==> src/rtl/wb_port_arbiter_if.sv <==
// Write-back bus between the two requesters, the register-file write port
// and the issue-stage hazard query.
interface wb_port_arbiter_if;
    logic        REQ0_VALID;
    logic [4:0]  REQ0_ADDR;
    logic [31:0] REQ0_DATA;
    logic        REQ0_READY;
    logic        REQ1_VALID;
    logic [4:0]  REQ1_ADDR;
    logic [31:0] REQ1_DATA;
    logic        REQ1_READY;
    logic [4:0]  A3;
    logic [31:0] WD3;
    logic        WE3;
    logic        ISSUE_VALID;
    logic [4:0]  ISSUE_RD;
    logic [4:0]  Q_A1;
    logic [4:0]  Q_A2;
    logic        BUSY1;
    logic        BUSY2;

    // Arbiter side.
    modport slave (
        input  REQ0_VALID, REQ0_ADDR, REQ0_DATA,
        input  REQ1_VALID, REQ1_ADDR, REQ1_DATA,
        input  ISSUE_VALID, ISSUE_RD, Q_A1, Q_A2,
        output REQ0_READY, REQ1_READY,
        output A3, WD3, WE3,
        output BUSY1, BUSY2
    );

    // Requester / register-file / issue-stage side.
    modport master (
        output REQ0_VALID, REQ0_ADDR, REQ0_DATA,
        output REQ1_VALID, REQ1_ADDR, REQ1_DATA,
        output ISSUE_VALID, ISSUE_RD, Q_A1, Q_A2,
        input  REQ0_READY, REQ1_READY,
        input  A3, WD3, WE3,
        input  BUSY1, BUSY2
    );
endinterface

==> src/rtl/wb_port_arbiter.sv <==
// Round-robin arbiter sharing the register-file write port between the ALU
// and load unit. Optional pending-write scoreboard under `WB_SCOREBOARD_EN.
module wb_port_arbiter (
    input  logic             CLK,
    input  logic             RST_N,
    wb_port_arbiter_if.slave bus
);
    typedef enum logic {
        PRI_REQ0 = 1'b0,
        PRI_REQ1 = 1'b1
    } pri_t;

    pri_t        pri_q;
    pri_t        pri_d;
    logic        grant0;
    logic        grant1;
    logic [4:0]  xfer_addr;
    logic [31:0] xfer_data;

    always_comb begin
        // NOTE: every output of this block gets a default first, so no path
        // leaves one unassigned and no latch is inferred.
        grant0    = 1'b0;
        grant1    = 1'b0;
        pri_d     = pri_q;
        xfer_addr = bus.REQ0_ADDR;
        xfer_data = bus.REQ0_DATA;
        if (bus.REQ0_VALID && (!bus.REQ1_VALID || pri_q == PRI_REQ0)) begin
            grant0 = 1'b1;
            pri_d  = PRI_REQ1;
        end else if (bus.REQ1_VALID) begin
            grant1    = 1'b1;
            pri_d     = PRI_REQ0;
            xfer_addr = bus.REQ1_ADDR;
            xfer_data = bus.REQ1_DATA;
        end
    end

    assign bus.REQ0_READY = grant0;
    assign bus.REQ1_READY = grant1;

    // NOTE: sequential state uses non-blocking assignments so every flop
    // samples pre-edge values regardless of process ordering.
    always_ff @(posedge CLK or negedge RST_N) begin
        if (!RST_N) begin
            pri_q <= PRI_REQ0;
        end else begin
            pri_q <= pri_d;
        end
    end

    // Registered write port; x0 writes are accepted but never enabled.
    always_ff @(posedge CLK or negedge RST_N) begin
        if (!RST_N) begin
            bus.A3  <= 5'd0;
            bus.WD3 <= 32'd0;
            bus.WE3 <= 1'b0;
        end else if (grant0 || grant1) begin
            bus.A3  <= xfer_addr;
            bus.WD3 <= xfer_data;
            bus.WE3 <= (xfer_addr != 5'd0);
        end else begin
            bus.WE3 <= 1'b0;
        end
    end

`ifdef WB_SCOREBOARD_EN
    logic [31:0] busy_q;
    logic [31:0] set_vec;
    logic [31:0] clr_vec;

    always_comb begin
        set_vec = '0;
        clr_vec = '0;
        if (bus.ISSUE_VALID) set_vec[bus.ISSUE_RD] = 1'b1;
        if (bus.WE3)         clr_vec[bus.A3]       = 1'b1;
    end

    // NOTE: the busy bits are plain flops, not a RAM, so they take the async
    // reset; outstanding writes are dropped on reset and must not stay busy.
    // Set is OR-ed after the clear so a same-edge issue keeps the bit set;
    // bit 0 is masked so x0 is never busy.
    always_ff @(posedge CLK or negedge RST_N) begin
        if (!RST_N) begin
            busy_q <= '0;
        end else begin
            busy_q <= ((busy_q & ~clr_vec) | set_vec) & 32'hFFFF_FFFE;
        end
    end

    assign bus.BUSY1 = busy_q[bus.Q_A1];
    assign bus.BUSY2 = busy_q[bus.Q_A2];
`else
    logic unused_sb;
    assign unused_sb = ^{bus.ISSUE_VALID, bus.ISSUE_RD, bus.Q_A1, bus.Q_A2};

    assign bus.BUSY1 = 1'b0;
    assign bus.BUSY2 = 1'b0;
`endif
endmodule
==> src/flat_wrapper.sv <==
// flat-port wrapper written by rule: the top's interface ports become plain ports
module wb_port_arbiter_flat 
  (CLK, RST_N, bus_REQ0_VALID, bus_REQ0_ADDR, bus_REQ0_DATA, bus_REQ1_VALID, bus_REQ1_ADDR, bus_REQ1_DATA, bus_ISSUE_VALID, bus_ISSUE_RD, bus_Q_A1, bus_Q_A2, bus_REQ0_READY, bus_REQ1_READY, bus_A3, bus_WD3, bus_WE3, bus_BUSY1, bus_BUSY2);
  wb_port_arbiter_if bus_i ();
  input  logic CLK;
  input  logic RST_N;
  input wire logic [$bits(bus_i.REQ0_VALID)-1:0] bus_REQ0_VALID;
  input wire logic [$bits(bus_i.REQ0_ADDR)-1:0] bus_REQ0_ADDR;
  input wire logic [$bits(bus_i.REQ0_DATA)-1:0] bus_REQ0_DATA;
  input wire logic [$bits(bus_i.REQ1_VALID)-1:0] bus_REQ1_VALID;
  input wire logic [$bits(bus_i.REQ1_ADDR)-1:0] bus_REQ1_ADDR;
  input wire logic [$bits(bus_i.REQ1_DATA)-1:0] bus_REQ1_DATA;
  input wire logic [$bits(bus_i.ISSUE_VALID)-1:0] bus_ISSUE_VALID;
  input wire logic [$bits(bus_i.ISSUE_RD)-1:0] bus_ISSUE_RD;
  input wire logic [$bits(bus_i.Q_A1)-1:0] bus_Q_A1;
  input wire logic [$bits(bus_i.Q_A2)-1:0] bus_Q_A2;
  output wire logic [$bits(bus_i.REQ0_READY)-1:0] bus_REQ0_READY;
  output wire logic [$bits(bus_i.REQ1_READY)-1:0] bus_REQ1_READY;
  output wire logic [$bits(bus_i.A3)-1:0] bus_A3;
  output wire logic [$bits(bus_i.WD3)-1:0] bus_WD3;
  output wire logic [$bits(bus_i.WE3)-1:0] bus_WE3;
  output wire logic [$bits(bus_i.BUSY1)-1:0] bus_BUSY1;
  output wire logic [$bits(bus_i.BUSY2)-1:0] bus_BUSY2;
  assign bus_i.REQ0_VALID = bus_REQ0_VALID;
  assign bus_i.REQ0_ADDR = bus_REQ0_ADDR;
  assign bus_i.REQ0_DATA = bus_REQ0_DATA;
  assign bus_i.REQ1_VALID = bus_REQ1_VALID;
  assign bus_i.REQ1_ADDR = bus_REQ1_ADDR;
  assign bus_i.REQ1_DATA = bus_REQ1_DATA;
  assign bus_i.ISSUE_VALID = bus_ISSUE_VALID;
  assign bus_i.ISSUE_RD = bus_ISSUE_RD;
  assign bus_i.Q_A1 = bus_Q_A1;
  assign bus_i.Q_A2 = bus_Q_A2;
  assign bus_REQ0_READY = bus_i.REQ0_READY;
  assign bus_REQ1_READY = bus_i.REQ1_READY;
  assign bus_A3 = bus_i.A3;
  assign bus_WD3 = bus_i.WD3;
  assign bus_WE3 = bus_i.WE3;
  assign bus_BUSY1 = bus_i.BUSY1;
  assign bus_BUSY2 = bus_i.BUSY2;
  wb_port_arbiter u_core (.CLK(CLK), .RST_N(RST_N), .bus(bus_i));
endmodule
==> config.mk <==
export PLATFORM = sky130hd
export DESIGN_NAME = wb_port_arbiter_flat
export DESIGN_NICKNAME = d
export VERILOG_FILES = /design/src/rtl/wb_port_arbiter_if.sv /design/src/rtl/wb_port_arbiter.sv /design/src/flat_wrapper.sv
export SDC_FILE = /design/constraint.sdc
export NUM_CORES = 1
export LEC_CHECK = 0
export CAP_MARGIN = 0
export CORE_MARGIN = 2
export CORE_UTILIZATION = 37
export CTS_CLUSTER_DIAMETER = 50
export CTS_CLUSTER_SIZE = 10
export DETAILED_ROUTE_END_ITERATION = 10
export HOLD_SLACK_MARGIN = 0.15
export PLACE_DENSITY = 0.85
export SLEW_MARGIN = 25
export SYNTH_ARGS = -nofsm -noshare
export SYNTH_HDL_FRONTEND = slang
export SYNTH_SLANG_ARGS = --single-unit
==> constraint.sdc <==
create_clock -name CLK -period 1.9 [get_ports CLK]
set_input_delay 0.38 -clock CLK [delete_from_list [all_inputs] [get_ports CLK]]
set_output_delay 0.38 -clock CLK [all_outputs]
set_load 0.02 [all_outputs]
==> After elaboration in Yosys (flattened, before gate mapping) <==
Cells that the tools add are included.
{ "word_totals": {"register_bits": 39, "inputBits": 94, "word_cells": 21} }
{ "op_classes": {"n_mux": 10, "bitwise": 1, "n_reduce_logical": 6} }
{ "ops": {"columns": ["operator", "n"], "rows": [
  ["$mux 32", 2],
  ["$mux 5", 2],
  ["$mux 1", 6],
  ["$reduce_bool 5->1", 1],
  ["$logic_or 1x1->1", 2],
  ["$reduce_bool 2->1", 1],
  ["$logic_and 1x1->1", 1],
  ["$logic_not 1->1", 1],
  ["$not 1->1", 1]
]} }

==> Depth between registers and ports, before layout <==
Gate-level depths: netlist (run 1).
{ "logic_depth": {"depth_word": 6, "mapped_depth": 6} }

==> Worst setup path after synthesis (run 1) <==
Ideal clock, no wire load.
{ "synth_path": {"path_kind": "input-to-output", "start": "in bus_REQ0_VALID", "end": "out bus_REQ1_READY", "arrival_time_ns": 0.972, "required_time_ns": 1.520, "slack_ns": 0.548, "path_stages": 4, "n_path_buf": 1, "path_cell_list": "buf_4 -> nand2b_1 -> nand2_1 -> inv_1"} }
{ "synth_between": {"elab_chain_len": 2} }
{ "synth_rtl": {"columns": ["element", "line_no", "source"], "rows": [
  ["start: declaration", "flat_wrapper.sv:7", "input wire logic [$bits(bus_i.REQ0_VALID)-1:0] bus_REQ0_VALID;"],
  ["$logic_and 1x1->1", "wb_port_arbiter.sv:28", "if (bus.REQ0_VALID && (!bus.REQ1_VALID || pri_q == PRI_REQ0)) begin"],
  ["$mux 1", "wb_port_arbiter.sv:28", null],
  ["end: declaration", "flat_wrapper.sv:18", "output wire logic [$bits(bus_i.REQ1_READY)-1:0] bus_REQ1_READY;"]
]} }
Every way passes these cells.

==> Worst setup path in the final report (run 1) <==
{ "layout_path": {"start": "reg u_core.pri_q", "end": "out bus_REQ1_READY"} }
{ "layout_between": {"elab_chain_len": 4} }
{ "layout_rtl": {"columns": ["element", "line_no", "source"], "rows": [
  ["start: declaration", "wb_port_arbiter.sv:13", "pri_t pri_q;"],
  ["start signal: assignment", "wb_port_arbiter.sv:48", "pri_q <= pri_d;"],
  ["$not 1->1", "wb_port_arbiter.sv:28", null],
  ["$logic_or 1x1->1", "wb_port_arbiter.sv:28", null],
  ["$logic_and 1x1->1", "wb_port_arbiter.sv:28", null],
  ["$mux 1", "wb_port_arbiter.sv:28", null]
]} }
Every way passes these cells.

==> results of run 1 <==
-- per-layer routing --
layer | track usage (%) | up-vias
met1 | 19.8 | 796
met4 | 3.12 | 0
met3 | 6.02 | 2
li1 | - | 856
met2 | 35.1 | 63
met5 | 0 | -
-- power breakdown --
| part | switching [uW] | internal, uW |
|---|---|---|
| registers | 60.1 | 939 |
| logic | 358 | 428 |
| clock network | 266 | 258 |
-- cell families after synthesis --
family / after synthesis / synth area share (%)
and+or+nand+nor: 46 / 10.5
AOI/OAI and AO/OA: 44 / 14.2
DFF: 39 / 52.0
muxes: 32 / 17.1
buffers and inverters: 17 / 6.06
other: 1 / 0.200
-- sequential cells by signal, summed over array words and instances (netlist names) --
signal	count
u_core.bus.A3	5
u_core.bus.WD3	32
u_core.pri_q	1
u_core.bus.WE3	1
-- metrics by stage --
step / area, sq um / setup WS (ps) / TNS (ps) / utilization (%) / cells
final: 3190 / 224 / 0 / 66.1 / 366
after global routing: 3190 / 141 / 0 / 66.1 / 366
after floorplan: 1880 / 548 / 0 / - / 180
after detailed placement: 3090 / -247 / -4020 / 64.2 / 357
after CTS: 3180 / 16.8 / 0 / 66.1 / 366
after global placement: 3090 / -236 / -2380 / 64.2 / 357
-- worst register-to-register path: cells and delay by family, from the launching register on --
kind	cells	cell delay (ps)
AO/OA/AOI/OAI	2	410
flip-flops	1	420
buffers and inverters	1	500
-- repair_timing --
action | 4_1_cts | 5_1_grt
hold endpoints to repair | 19 | 0
gates resized for setup | 2 | 2
hold buffers | 1 | 0
endpoints found under the setup margin | 2 | 2
-- how the worst max path moves through the flow --
stage                   startpoint             end  depth (start not counted)
floorplan           bus_REQ0_VALID  bus_REQ1_READY                          4
global placement    bus_REQ0_VALID  bus_REQ0_READY                          3
detailed placement  bus_REQ0_VALID  bus_REQ0_READY                          3
CTS                 bus_REQ0_VALID  bus_REQ0_READY                          3
global route          u_core.pri_q  bus_REQ1_READY                          4
finish                u_core.pri_q  bus_REQ1_READY                          4
-- cell usage after synthesis --
| master | count |
|---|---|
| a211o_1 | 3 |
| a21boi_4 | 1 |
| a31oi_1 | 2 |
| buf_2 | 5 |
| buf_4 | 5 |
| buf_6 | 3 |
| clkbuf_2 | 2 |
| conb_1 | 1 |
| dfrtp_1 | 39 |
| inv_1 | 2 |
| mux2i_1 | 32 |
| nand2_1 | 37 |
| nand2b_1 | 1 |
| nor2_1 | 1 |
| nor2b_1 | 3 |
| nor3b_1 | 2 |
| o21ai_0 | 32 |
| o21ai_1 | 3 |
| o221a_2 | 3 |
| or4_1 | 2 |
-- cell type report --
cell class              count  share of cell area [%]
clock buffers               7                    2.40
clock inverters             1                   0.157
inverters                   2                   0.236
multi-input cells         124                    24.9
flip-flops and latches     39                    30.6
well taps                  67                    2.63
repair buffers            126                    39.1
==> flow_summary.toml, run 1 <==
[outcome]
status = "finished clean"

[clocking]
cts.sinks = 39
cts_tree = "built"
cts_setup_buffers = 0
clock_latency_ps = 280
h-tree-depth = 2
cts-root-buf = "clkbuf_8"
cts_buffers = 5
clk_path_buf_depth = 2
cts.clk_slew.worst_paths_ps = 70

[route]
wl_met3_um = 365
wl_per_cell_um = 14.2
route.detailed.drc = 0
ant_nets = 0
wl_met1_mm = 1.99
wl_met2_mm = 2.81
via_per_inst = 4.69
dr.pass1.iters = 4
dr.max_layer_used = "met4"
vias = 1717
drt-total-wl_mm = 5.19
dr.first_iter.drc_count = 74

[floorplan]
start_util_pct = 39.0
core_sq_um = 4820
dieWidth_um = 75.2
rows = 25
dieArea_sq_um = 5660
io_pins = 136
dieHeight_um = 75.2

[hold_path]
min_to = "u_core.bus.WD3[25]"
min_path_cells = 2
hold_path.startpoint = "u_core.bus.WD3[25]"
hold_class = "reg2reg"

[global_routing]
grt_overflow = 0
grt_pass1_wl_mm = 7.94
first_global_vias = 1828
groute.usage.overall_pct = 18.3
grt_max_degree = 68
antenna_found_initial = 0

[layout]
multiInputGateArea_sq_um = 792
final_common_cell = "clkdlybuf4s50_1"
synthToLayoutAreaGrowth_pct = 69.6
drive_gt1_share_pct = 6.69
diodes = 0
layout_common_cells = "clkdlybuf4s50_1, dfrtp_1, nand2_1"
regArea_sq_um = 976
final_nets = 392
nFillCells = 428

[sta]
final-hold-violation-count = 0
worst_pin_slew_ps = 561
grt_setup_unrepaired = "false"
slew_violations = 0
finalSetupViolCount = 0
fin_crit_ps = 1680
clock.fmax_mhz = 597
timing.hold.ws_ps = 553
clock_skew_ps = 7.29
finalCritPeriodShare_pct = 88.2
slew_headroom_pct = 62.6

[power]
total_power_uw = 2310
cellPowerDensity_nw_per_um2 = 725
peakVddDrop_mv = 0.449
p_leak_uw = 0.00140

[logic_synthesis]
ys_types = 20
yosysTopAreaCell = "dfrtp_1"
synth_seq_cells = 39
netlist_area_sq_um = 1880
ys_seq_area_share_pct = 52.0
synth_area_leaders = "dfrtp_1, mux2i_1, o21ai_0"
syn_inst = 179
synth.avg_cell_area_sq_um = 10.5
netlist.area_leader.share_pct = 52.0
yosysWarnings = 0

[critical_path]
r2r_setup_slack_ps = 430
slowest_stage = "dfrtp_1"
ff2ff_path_depth = 3
cp_num_buf_inv = 2
cp_max_fo = 3
reg2reg_to = "u_core.bus.WD3[10]"
slowest_delay_ps = 420
crit_path_end_kind = "output port"
cp_top_family = "flip-flops"
reg2reg_from = "u_core.pri_q"
critPathKind = "reg2out"
start_kind = "flop"
critical_path_arrival_ps = 1300
cp_data_required_time_ps = 1520
path_cells = "nand2b_1 > nand2_1 > inv_1 > dlygate4sd2_1"

[run]
max-cap-violations = 0

[placed_design]
placement.io_buffers = 117
dp_hpwl_mm = 3.94
finalWeightedCongestion = 0.762
No activity file was read; power rests on OpenSTA's default activity.
==> inputs of run 2 (changes only) <==
--- a/config.mk
+++ b/config.mk
@@ -5,6 +5,7 @@
 export SDC_FILE = /design/constraint.sdc
 export NUM_CORES = 1
 export LEC_CHECK = 0
+export ABC_CLOCK_PERIOD_IN_PS = 1900
 export CAP_MARGIN = 0
 export CORE_MARGIN = 2
 export CORE_UTILIZATION = 37
==> results of run 2 <==
Same layout as run 1: the final DEF is identical, and so are final timing and power.
